**src/rtl/seq_right_shifter.sv**
```systemverilog
// Iterative right shifter: one bit position per clock, logical (SRL) or
// arithmetic (SRA) fill, variable shift amount. Used by the execute stage
// for SRL/SRLI/SRA/SRAI; the stage stalls on busy and captures on done.
//
//   state | meaning
//   ------+-----------------------------------------------------------
//   IDLE  | waiting for start; operands latched on the accepting edge
//   SHIFT | shifting one bit per cycle until the count reaches 1
//   DONE  | one-cycle completion pulse, shift_out holds the result
//
module seq_right_shifter #(
    parameter int Bus_size   = 32,
    parameter int Shamt_size = $clog2(Bus_size)
) (
    input  logic                  clk,
    input  logic                  rst,
    input  logic                  start,
    input  logic                  arith,
    input  logic [Bus_size-1:0]   shift_in,
    input  logic [Shamt_size-1:0] shamt,
    output logic [Bus_size-1:0]   shift_out,
    output logic                  busy,
    output logic                  done
);

    typedef enum logic [1:0] {
        IDLE  = 2'd0,
        SHIFT = 2'd1,
        DONE  = 2'd2
    } state_t;

    localparam logic [Shamt_size-1:0] CountZero = '0;
    localparam logic [Shamt_size-1:0] CountOne  = {{(Shamt_size-1){1'b0}}, 1'b1};

    state_t                  state;
    logic [Bus_size-1:0]     work;
    logic [Shamt_size-1:0]   count;
    logic                    arith_q;
    logic                    fill;
    logic [Bus_size-1:0]     work_shifted;

    // Next working value: one position right, MSB replicated for SRA.
    // Replicating the current MSB each step equals filling with the
    // original sign bit, since that bit is what the MSB keeps holding.
    always_comb begin
        fill         = arith_q ? work[Bus_size-1] : 1'b0;
        work_shifted = {fill, work[Bus_size-1:1]};
    end

    // Control FSM and datapath registers; shift_out only updates on entry
    // to DONE so intermediate working values are never exposed.
    always_ff @(posedge clk) begin
        if (rst) begin
            state     <= IDLE;
            work      <= '0;
            count     <= '0;
            arith_q   <= 1'b0;
            shift_out <= '0;
        end else begin
            case (state)
                IDLE: begin
                    if (start) begin
                        work    <= shift_in;
                        count   <= shamt;
                        arith_q <= arith;
                        if (shamt == CountZero) begin
                            shift_out <= shift_in;
                            state     <= DONE;
                        end else begin
                            state     <= SHIFT;
                        end
                    end
                end
                SHIFT: begin
                    work  <= work_shifted;
                    count <= count - CountOne;
                    // Checked before decrementing, so count never wraps.
                    if (count == CountOne) begin
                        shift_out <= work_shifted;
                        state     <= DONE;
                    end
                end
                DONE: begin
                    state <= IDLE;
                end
                default: begin
                    state <= IDLE;
                end
            endcase
        end
    end

    // Status decoded from state only; no input reaches an output combinationally.
    always_comb begin
        busy = (state != IDLE);
        done = (state == DONE);
    end

endmodule
```
**config.mk**
```make
export PLATFORM = sky130hd
export DESIGN_NAME = seq_right_shifter
export DESIGN_NICKNAME = d
export VERILOG_FILES = /design/src/rtl/seq_right_shifter.sv
export SDC_FILE = /design/constraint.sdc
export NUM_CORES = 1
export LEC_CHECK = 0
export BUFFER_PORTS_ARGS = -buffer_cell sky130_fd_sc_hd__buf_2
export CORE_ASPECT_RATIO = 2
export CORE_MARGIN = 3
export CORE_UTILIZATION = 40
export CTS_BUF_LIST = sky130_fd_sc_hd__clkbuf_8
export CTS_CLUSTER_DIAMETER = 30
export DETAILED_ROUTE_END_ITERATION = 8
export REMOVE_ABC_BUFFERS = 1
export SETUP_SLACK_MARGIN = 0.4
export SYNTH_ARGS = -nofsm -noshare
export SYNTH_HDL_FRONTEND = slang
export SYNTH_SLANG_ARGS = --single-unit
export TNS_END_PERCENT = 30
```
**constraint.sdc**
```tcl
create_clock -name clk -period 5.3 [get_ports clk]
set_clock_uncertainty 0.2 [all_clocks]
set_input_delay 0 -clock clk [delete_from_list [all_inputs] [get_ports clk]]
set_output_delay 0 -clock clk [all_outputs]
set_load 0.02 [all_outputs]
```
Word-level counts from Yosys, hierarchy flattened --
Cells that the tools add are included.
Word-level totals: bits in registers 72, word-level logic and storage cells 33, output and inout bits 34
Cells by class: $add $sub $neg 1, muxes and demuxes 13, equal/unequal tests 6, reductions and logical operators 8
Operators by type and width (number):
- $mux W32 | 4
- $pmux W32 S2 | 2
- $pmux W5 S2 | 1
- $mux W2 | 3
- $ne A2 B2 Y1 const B | 3
- $reduce_and A2 Y1 | 3
- $eq A5 B1 Y1 const B | 1
- $logic_not A5 Y1 | 1
- $mux W5 | 1
- $sub A5 B1 Y5 const B | 1
- $pmux W2 S2 | 1
- $reduce_and A4 Y1 | 1
- $reduce_bool A2 Y1 | 2
- $eq A2 B1 Y1 const B | 1
- $eq A2 B2 Y1 const B | 1
- $logic_not A2 Y1 | 1
- $mux W1 | 1

Logic depth before layout (Yosys ltp) --
Gate-level depths: netlist (run 1).
depth after elaboration 4, gate-level depth with buffers 6

Least setup slack after synthesis (run 1) --
OpenSTA, ideal clock, no wires.
kind register -> register, start reg count[1], end reg shift_out[0], clock period less this slack 1.843 ns, path buffers 1, library setup time 0.121 ns, cell stages (with the launch flop) 7, slack 3.457 ns, data arrival time 1.521 ns, cells stage by stage dfxtp_1 > inv_1 > ha_1 > nand3b_4 > a211oi_4 > buf_6 > mux2_4
On the way: word-level cells in the longest chain between the ends 3
Ends and longest elaborated chain:
- start: declaration | RTL line 37 | logic [Shamt_size-1:0] count;
- start signal: assignment | RTL line 64 | count <= shamt;
- start signal: assignment | RTL line 76 | count <= count - CountOne;
- $eq A5 B1 Y1 | RTL line 78 | if (count == CountOne) begin
- $ne A2 B2 Y1 (no source line)
- $reduce_and A4 Y1 (no source line)
- end signal: assignment | RTL line 67 | shift_out <= shift_in;
- end signal: assignment | RTL line 79 | shift_out <= work_shifted;
- end: declaration | RTL line 21 | output logic [Bus_size-1:0] shift_out,
Every way passes these cells. A chain may end at the register's enable or synchronous reset.

Worst setup path after layout (run 1) --
start reg state[0], end reg count[2]
On the way: word-level cells in the longest chain between the ends 3
Ends and longest elaborated chain:
- start: declaration | RTL line 35 | state_t state;
- start signal: assignment | RTL line 54 | state <= IDLE;
- start signal: assignment | RTL line 68 | state <= DONE;
- start signal: assignment | RTL line 70 | state <= SHIFT;
- $eq A2 B1 Y1 or $logic_not A2 Y1 (tied branches) | RTL line 60 | case (state)
- $reduce_bool A2 Y1 (no source line) or $ne A2 B2 Y1 (tied branches)
- $reduce_and A2 Y1 (no source line)
Parallel ways exist; a longest one is shown, timed or not.

==> results of run 1 <==
==> final cells by class <==
| cell class | count | area [um^2] | share of cell area, % |
|---|---|---|---|
| flip-flops and latches | 71 | 1420 | 33.9 |
| clock buffers | 10 | 138 | 3.28 |
| inverters | 4 | 15.0 | 0.358 |
| multi-input cells | 235 | 1680 | 40.1 |
| clock inverters | 5 | 20.0 | 0.477 |
| repair buffers | 117 | 798 | 19.0 |
| well taps | 96 | 120 | 2.86 |
==> cell usage after synthesis (3+ instances only) <==
cell,instances,area share (%)
a211oi_1,31,7.1
a21oi_1,6,0.92
buf_2,4,0.61
buf_6,5,1.7
clkbuf_1,15,1.7
dfxtp_1,71,44
inv_1,4,0.46
mux2_2,20,6.9
mux2_4,10,4.6
mux2i_1,30,9.2
nand2_1,9,1.0
nand3_1,3,0.46
nor2_1,67,7.7
nor2b_1,35,6.7
==> stage by stage <==
step / utilization (%) / hold WS, ns
6_report: 52.8 / 0.0307
5_1_grt: 52.8 / 0.0604
4_1_cts: 52.8 / 0.00997
3_5_place_dp: 45.7 / 0.0551
3_3_place_gp: 45.7 / 0.0490
2_1_floorplan: - / -0.131
==> critical path: cells and delay by family, from the launching register on <==
kind	cells	cell delay, ns
AOI/OAI and AO/OA	2	0.33
buffers and inverters	1	0.57
DFF	1	0.46
and+or+nand+nor	2	0.84
==> routing by layer <==
metal,wire length [um],vias to the layer above
li1,-,1357
met5,0,-
met1,3060,1245
met3,278,13
met4,163,0
met2,3650,57
==> flip-flops by register name (all words and copies together), names as in the netlist <==
signal     flops
count          5
state          2
work          31
shift_out     32
arith_q        1
==> power by group <==
group	internal, mW	switching [mW]	total, mW
Clock	0.173	0.186	0.359
Sequential	0.590	0.0326	0.623
Combinational	0.151	0.174	0.325
==> logic make-up after synthesis <==
logic type	after synthesis	share of synthesized area, %
xor gates and xnor gates	1	0.269
DFF	71	43.6
buffers and inverters	30	4.87
and+or+nand+nor	121	17.8
AOI/OAI and AO/OA	49	11.3
muxes	62	21.4
adders and majority gates	2	0.767
==> final timing paths <==
path,endpoint,slack [ns],depth (start not counted)
hold / removal,work[31],0.03,4
hold reg to reg,work[21],0.30,2
setup / recovery,count[2],2.83,5
setup reg to reg,count[2],2.83,5
==> cells in the final DEF, fill, tap and decap left out, drive strengths merged, types with 3 or more instances in the layout <==
cell	n
clkbuf	10
dlygate4sd3	41
dfxtp	71
mux2	32
a211oi	32
inv	8
nor2	68
mux2i	30
nand3	3
nand2	9
a21oi	6
buf	76
nor2b	35
==> repair_timing <==
action	in CTS	in global routing
setup buffers	0	0
hold buffers	41	0
hold endpoints to repair	69	0
==> impl_results.md, run 1 <==
* Cell Count, Final, Fillers Out at between 500 and 600
* Diodes inserted at 0
* Die footprint at between 0.009 and 0.01 mm^2
* Initial DRT Pass Iterations at 4
* VDD IR-drop max at a little under 200 uV
* Critical path startpoint category: flop
* Worst-path cell with the longest stage delay: nor2b_1
* CP arrival at 2.54 ns
* Max frequency at 405 MHz
* Cell Chain, Critical Path: nor2b_1 > nand2_1 > a2bb2oi_1 > a21oi_1 > dlygate4sd3_1
* Worst rel slew slack at approximately 28%
* Cell area after synthesis at 0.00326 mm^2
* First-pass GRT wire length at roughly 12000 um
* FILL cells at 753
* Design Area, Final at 0.00420 mm^2
* Share of post-route cells with drive strength above 1 at 27.6%
* Per-cell routed wire length at between 10 and 15 um
* Clock slew at reported path FFs at 0.07 ns
* Final wirelength at around 7200 um
* Core footprint at between 0.007 and 0.008 mm^2
* Beginning of the critical path: state[0]
* Setup TNS at 0 ns
* Highest fanout seen on the critical path at 11
* Mean Syn Cell Area at 9.70 um^2
* Beginning of the worst hold path: start
* Number of buffers created by CTS at 9
* Worst Tran Pin Value at 1.09 ns
* Synthesized netlist cell count at 336
* Critical path required time at 5.37 ns
* Die Wd at between 60 and 70 um
* Top-level I/O count at 75
* Commonest register cell after synthesis: dfxtp_1
* Power consumption at about 1.3 mW
* Shortest clock period the worst path allows after layout at ~2.5 ns
* Launching point of the worst reg2reg path: state[0]
* Remaining DRCs at 0
* Leakage power summed over all cells at 2.00 nW
* Flops & latches, synth at about 70
* Antenna violations before repair at 0
* RSZ-0062 raised after global routing: false
* Type of destination of the critical path: flop
* Die H at 134 um
* All-Layer GR Usage at ~16%
* Number of placed cells counting well taps at 482
* Number of enable-type register cells in the synthesized netlist at 0
* Startpoint-to-endpoint class of the critical path: flop to flop
* Global-route track usage on met2 at 27.7%
* Net total in the final layout at 481
* Count of pins over their slew limit at 0
* Clock latency of the later-clocked register in the worst-skew pair at 0.33 ns
* Clock buffer depth at 2
* Met3 layer usage reported by global route at around 3.6%
* Final setup violating endpoints at 0
* Share of the clock period used by the worst path after layout at 46.6%
* Most Crowded Layer GR: met2
* Ys async rst share at 0%
* Total of max-cap violations at 0
* # port buffers at 74
* Crit path setup slack, layout at roughly 2.8 ns
* Power density cells at 312 mW/mm^2
* Status: finished clean
* Routed Antenna Nets at 0
* Detail Placement HPWL at 4490 um
* Sequential element share of the synthesized area at 43.6%
* Number of warnings printed during yosys synthesis at 0
* Number of H-tree levels at 3
* Layout-stage area growth over the synthesis result at 28.7%
* Vias in the first global route at 2688
* CTS tree: yes
* Worst setup slack before clock tree synthesis at 2.94 ns
* CTS Root Buffer Type: clkbuf_8
* Met1 layer usage reported by global route at 18.6%
* Via count at 2672
* PostCTS Resize Cnt at 0
* Final hold viol count at 0
* Tightest Hold Check Type: input pin to flop
* CTS Sinks at slightly above 70
* Delay contributed by the slowest stage of the critical path at 0.68 ns
* Initial DRC Count at about 150
* Number of distinct library cells after synthesis at 35
* DP Area at 0.00363 mm^2
* Initial core utilization at about two fifths
* Per-cell via count in the routed design at a little under 5
* Site row count at between 40 and 50
* Final GP Congestion at 0.836
* Pin count of the biggest net entering global routing at 104
* Global route overflow at 0
Note: power is estimated with default switching activity, not from simulation.
==> run 2: changes to the inputs <==
==> constraint.sdc (replaced) <==
create_clock -name clk -period 2.6 [get_ports clk]
set_clock_uncertainty 0.2 [all_clocks]
set_input_delay 0 -clock clk [delete_from_list [all_inputs] [get_ports clk]]
set_output_delay 0 -clock clk [all_outputs]
set_load 0.02 [all_outputs]
==> impl_results.md, run 2 (synthesized netlist as in run 1, its figures left out) <==
* Max frequency at 475 MHz (+17%)
* Setup TNS at 0 ns (unchanged)
* Initial core utilization at 41.1% (unchanged)
* Type of destination of the critical path: flop
* Clock buffer depth at 2 (unchanged)
* Utilization after layout at 54.5% (+1.7 points)
* Cell Count, Final, Fillers Out at 545 (+1.3%)
* CTS Root Buffer Type: clkbuf_8
* CTS tree: yes
* Diodes inserted at 0 (unchanged)
* Site row count at 46 (unchanged)
* Tightest Hold Check Type: input pin to flop
* Final hold viol count at 0 (unchanged)
* Share of post-route cells with drive strength above 1 at 29.2% (+1.6 points)
* Registers with the most flip-flops: shift_out: 32 flops, work: 31 flops, count: 5 flops
* # port buffers at 74 (unchanged)
* Worst setup slack before clock tree synthesis at 0.691 ns (-2.25 ns)
* Shortest clock period the worst path allows after layout at 2.11 ns (-0.365 ns)
* Number of H-tree levels at 3 (unchanged)
* Clock slew at reported path FFs at 0.08 ns (about the same)
* Net total in the final layout at 487 (+1.2%)
* VDD IR-drop max at 357 uV (+85%)
* Worst Tran Pin Value at 0.514 ns (-0.571 ns)
* Final wirelength at 7100 um (-0.77%)
* Final GP Congestion at 0.776 (-7.1%)
* Status: finished clean
* Via count at 2672 (unchanged)
* CTS Sinks at 71 (unchanged)
* Per-cell routed wire length at 13.0 um (-2.0%)
* Top-level I/O count at 75 (unchanged)
* Vias in the first global route at 2702 (+0.52%)
* Initial DRT Pass Iterations at 4 (unchanged)
* Die Wd at 69.8 um (unchanged)
* RSZ-0062 raised after global routing: true
* All-Layer GR Usage at 16.1% (+0.031 points)
* Number of buffers created by CTS at 9 (unchanged)
* Detail Placement HPWL at 4600 um (+2.5%)
* Flip-flop count of the largest register after layout at 32 (unchanged)
* Startpoint-to-endpoint class of the critical path: flop to flop
* Pin count of the biggest net entering global routing at 61 (-41%)
* Critical path required time at 2.63 ns (-2.74 ns)
* Count of pins over their slew limit at 0 (unchanged)
* Number of placed cells counting well taps at 486 (+0.83%)
* Power density cells at 647 mW/mm^2 (+110%)
* Core footprint at 0.00794 mm^2 (unchanged)
* Routed Antenna Nets at 0 (unchanged)
* Remaining DRCs at 0 (unchanged)
* Final setup violating endpoints at 0 (unchanged)
* Leading cell type in the layout, fill and taps excluded: buf_2
* Register containing the most flip-flops in the final layout: shift_out
* Total of max-cap violations at 0 (unchanged)
* Leakage power summed over all cells at 2.05 nW (+2.5%)
* Clock latency of the later-clocked register in the worst-skew pair at 0.34 ns (about the same)
* CP arrival at 2.14 ns (-0.40 ns)
* Worst rel slew slack at 65.7% (+38 points)
* Highest fanout seen on the critical path at 30 (+19)
* Share of the clock period used by the worst path after layout at 81.0% (+34 points)
* Crit path setup slack, layout at 0.494 ns (-2.34 ns)
* Die footprint at 0.00934 mm^2 (unchanged)
* Number of buffers inserted to repair setup after CTS at 0 (unchanged)
* Per-cell via count in the routed design at 4.90 (-1.3%)
* Critical path startpoint category: flop
* Layout-stage area growth over the synthesis result at 32.8%
* Global route overflow at 0 (unchanged)
* Die H at 134 um (unchanged)
* Most frequent cells in the layout: buf_2 (73), dfxtp_1 (71), nor2_1 (67), dlygate4sd3_1 (43), nor2b_1 (35)
* Antenna violations before repair at 0 (unchanged)
* Initial DRC Count at 127 (-18%)
* First-pass GRT wire length at 12300 um (+0.39%)
## run 2: worst max-delay path, cell delays in order (launching register included)
cell and delay (ns):
dfxtp_1 0.47, o21ba_2 0.21, buf_6 0.22, o21ai_0 0.12, a2bb2oi_1 0.16, dlygate4sd3_1 0.56, nor2_1 0.04
## run 2: final timing paths
check	start	to	slack (ns)	cells past startpoint
setup / recovery	state[0]	work[31]	0.49	6
setup reg to reg	state[0]	work[31]	0.49	6
hold / removal	start	arith_q	0.006	4
hold reg to reg	work[28]	work[28]	0.30	2
## run 2: report_power, final
group	total (mW)	internal (mW)	switching, mW
Clock	0.840	0.446	0.394
Sequential	1.27	1.20	0.0671
Combinational	0.689	0.331	0.358
Total	2.80	1.98	0.819
## run 2: final cells by class
| cell class | instances | area, um^2 |
|---|---|---|
| well taps | 96 | 120 |
| multi-input cells | 235 | 1690 |
| repair buffers | 123 | 890 |
| fillers | 749 | 3610 |
| clock buffers | 13 | 179 |
| flip-flops and latches | 71 | 1420 |
| inverters | 4 | 15.0 |
| clock inverters | 3 | 16.3 |
## run 2: timing repair
item	CTS	global route
endpoints found under the setup margin	0	4
hold endpoints to repair	69	0
hold buffers	43	0
gates resized for setup	0	2
## run 2: through the flow
stage               instance area, um^2  power (mW)  hold slack (ns)
floorplan                          3120        1.73           -0.131
detailed placement                 3690        1.93           0.0378
CTS                                4320        2.84          0.00708
global placement                   3690        1.92           0.0339
global route                       4330        2.97           0.0321
finish                             4330        2.80          0.00564
## run 2: per-layer routing
layer  GRT usage, %  vias to the layer above  wire length (um)
met1           19.3                     1239              3050
li1               -                     1370                 -
met4           7.25                        0               114
met2           27.4                       56              3640
met3           3.17                        7               292
met5              0                        -                 0
==> run 3: changes to the inputs <==
==> constraint.sdc (replaced) <==
create_clock -name clk -period 1.8 [get_ports clk]
set_clock_uncertainty 0.2 [all_clocks]
set_input_delay 0 -clock clk [delete_from_list [all_inputs] [get_ports clk]]
set_output_delay 0 -clock clk [all_outputs]
set_load 0.02 [all_outputs]
==> impl_results.md, run 3 (synthesized netlist as in run 1, its figures left out) <==
* Internal Dissipation at 2.95 mW (+49%)
* Per-cell routed wire length at 15.0 um (+15%)
* Per-cell via count in the routed design at 4.99 (+1.8%)
* Hold_ws at -0.0476 ns (-0.0533 ns)
* # port buffers at 74 (unchanged)
* Power density cells at 890 mW/mm^2 (+38%)
* Status: finished with violations
* Die Wd at 69.8 um (unchanged)
* Shortest clock period the worst path allows after layout at 1.82 ns (-0.287 ns)
* R2R cell count at 7 (+1)
* Crit path setup slack, layout at -0.0193 ns (-0.513 ns)
* Remaining DRCs at 0 (unchanged)
* All-Layer GR Usage at 18.0% (+1.9 points)
* Routed Antenna Nets at 0 (unchanged)
* Die H at 134 um (unchanged)
* Share of post-route cells with drive strength above 1 at 37.3% (+8.1 points)
* Final hold viol count at 11 (+11)
* First-pass GRT wire length at 13500 um (+9.5%)
* Registers with the most flip-flops: shift_out: 32 flops, work: 31 flops, count: 5 flops
* Initial DRC Count at 105 (-17%)
* Antenna violations before repair at 0 (unchanged)
* Total of max-cap violations at 0 (unchanged)
* VDD IR-drop max at 532 uV (+49%)
* Sequential power share at 43.8% (-1.6 points)
* Worst R2R End: shift_out[10]
* Die footprint at 0.00934 mm^2 (unchanged)
* Detail Placement HPWL at 4900 um (+6.6%)
* Layout-stage area growth over the synthesis result at 45.1%
* Design Area, Final at 0.00473 mm^2 (+9.2%)
* Max frequency at 550 MHz (+16%)
* Flip-flop count of the largest register after layout at 32 (unchanged)
* Final wirelength at 8460 um (+19%)
* Cell Count, Final, Fillers Out at 563 (+3.3%)
* Launching point of the worst reg2reg path: count[1]
* Top-level I/O count at 75 (unchanged)
* Capturing instance or port of the critical path: shift_out[10]
* Core footprint at 0.00794 mm^2 (unchanged)
* Tightest Hold Check Type: input pin to flop
* Flop-to-flop setup slack at -0.02 ns (-0.51 ns)
* CTS tree: yes
* RSZ-0062 raised after global routing: true
* CTS Root Buffer Type: clkbuf_8
* Pin count of the biggest net entering global routing at 37 (-39%)
* Via count at 2809 (+5.1%)
* Setup TNS at -0.233 ns (-0.233 ns)
* Share of the clock period used by the worst path after layout at 101% (+20 points)
* Switching portion of total power at 29.9% (+0.69 points)
* Type of destination of the critical path: flop
* Final setup violating endpoints at 17 (+17)
* Violations in the final reports: hold timing, setup timing
* CP arrival at 1.85 ns (-0.29 ns)
* Part of the total power dissipated in the clock network at 25.8% (-4.2 points)
* Power consumption at 4.21 mW (+50%)
* CTS Sinks at 71 (unchanged)
* Clock latency of the later-clocked register in the worst-skew pair at 0.34 ns (about the same)
* Worst rel slew slack at 70.2% (+4.5 points)
* Critical path required time at 1.83 ns (-0.80 ns)
* Count of pins over their slew limit at 0 (unchanged)
* Clock slew at reported path FFs at 0.07 ns (about the same)
* Final GP Congestion at 0.760 (-2.1%)
* Site row count at 46 (unchanged)
* Leakage power summed over all cells at 2.18 nW (+6.4%)
* Highest fanout seen on the critical path at 8 (-73%)
* Leading cell type in the layout, fill and taps excluded: buf_2
* Startpoint-to-endpoint class of the critical path: flop to flop
* Worst Tran Pin Value at 0.446 ns (-0.0681 ns)
* Vias in the first global route at 2876 (+6.4%)
* Number of placed cells counting well taps at 500 (+2.9%)
* Initial DRT Pass Iterations at 4 (unchanged)
* Critical path startpoint category: flop
* Diodes inserted at 0 (unchanged)
* Number of H-tree levels at 3 (unchanged)
* Register containing the most flip-flops in the final layout: shift_out
* Clock buffer depth at 2 (unchanged)
* Combinational group share of total power at 30.4% (+5.8 points)
* DP Area at 0.00385 mm^2 (+4.2%)
* Number of buffers created by CTS at 9 (unchanged)
* Most frequent cells in the layout: buf_2 (73), nor2_1 (66), dfxtp_1 (66), dlygate4sd3_1 (41), nor2b_1 (34)
* Power spent charging and discharging nets at 1.26 mW (+54%)
* Global route overflow at 0 (unchanged)
* Beginning of the critical path: count[1]
* Net total in the final layout at 509 (+4.5%)
* Initial core utilization at 41.1% (unchanged)
==> run 3: cell count changes in the layout (fill, tap and decap cells not counted), moves of 3 or more <==
cell and delta:
buf_4 +12, buf_6 +3, buf_12 +5, nand2_2 +3, mux2_4 +5, dfxtp_2 +4
mux2i_1 -6, mux2_2 -5, mux2i_2 +4, buf_16 +3, dfxtp_1 -5, nand2_1 -3
==> run 3: area by class of cell <==
class                           count  area (um^2)
Timing Repair Buffer              145         1190
Fill cell                         709         3210
Multi-Input combinational cell    235         1810
Clock buffer                       11          151
Inverter                            4         15.0
Sequential cell                    71         1430
Tap cell                           96          120
Clock inverter                      1         7.51
==> run 3: worst min-delay path by stage <==
| stage | start | end | slack [ns] | depth (start not counted) |
|---|---|---|---|---|
| after floorplan | rst | count[1] | -0.13 | 1 |
| final | rst | shift_out[22] | -0.05 | 3 |
| after global routing | rst | shift_out[29] | -0.009 | 3 |
| after global placement | arith | arith_q | 0.03 | 3 |
| after detailed placement | arith | arith_q | 0.04 | 3 |
| after CTS | rst | work[31] | -0.14 | 2 |
==> run 3: through the flow <==
step	utilization, %	setup slack (ns)	hold slack (ns)
5_1_grt	59.5	-0.0720	-0.00864
3_3_place_gp	48.5	-0.0625	0.0317
2_1_floorplan	-	-0.714	-0.131
4_1_cts	57.5	0.00525	-0.142
6_report	59.5	-0.0193	-0.0476
3_5_place_dp	48.5	-0.0832	0.0396
==> run 3: timing repair <==
item | CTS | global route
hold buffers | 38 | 3
pin swaps | 4 | 7
setup buffers | 5 | 2
gates cloned | 3 | 0
resized for setup | 18 | 27
setup endpoints to repair | 69 | 73
endpoints found under the hold margin | 69 | 8
==> run 3: critical path, cell delays in order, from the launching register on <==
cell	delay, ns
dfxtp_2	0.32
inv_2	0.07
ha_4	0.13
nand3b_4	0.08
a211oi_4	0.25
buf_12	0.18
buf_16	0.14
mux2_2	0.33
==> run 3: per-layer routing <==
layer	vias up	track usage, %	wire length, um
met5	-	0	0
met4	0	8.21	398
met3	26	4.53	338
met2	69	31.1	4330
met1	1300	20.4	3390
li1	1414	-	-
==> run 3: power by group through the flow <==
stage	Combinational [mW]	Sequential, mW	Clock [mW]
3_5_place_dp	1.01	1.86	0
2_1_floorplan	0.595	1.90	0
6_report	1.28	1.85	1.09
4_1_cts	1.17	1.84	1.14
5_1_grt	1.39	1.87	1.19
3_3_place_gp	1.00	1.86	0
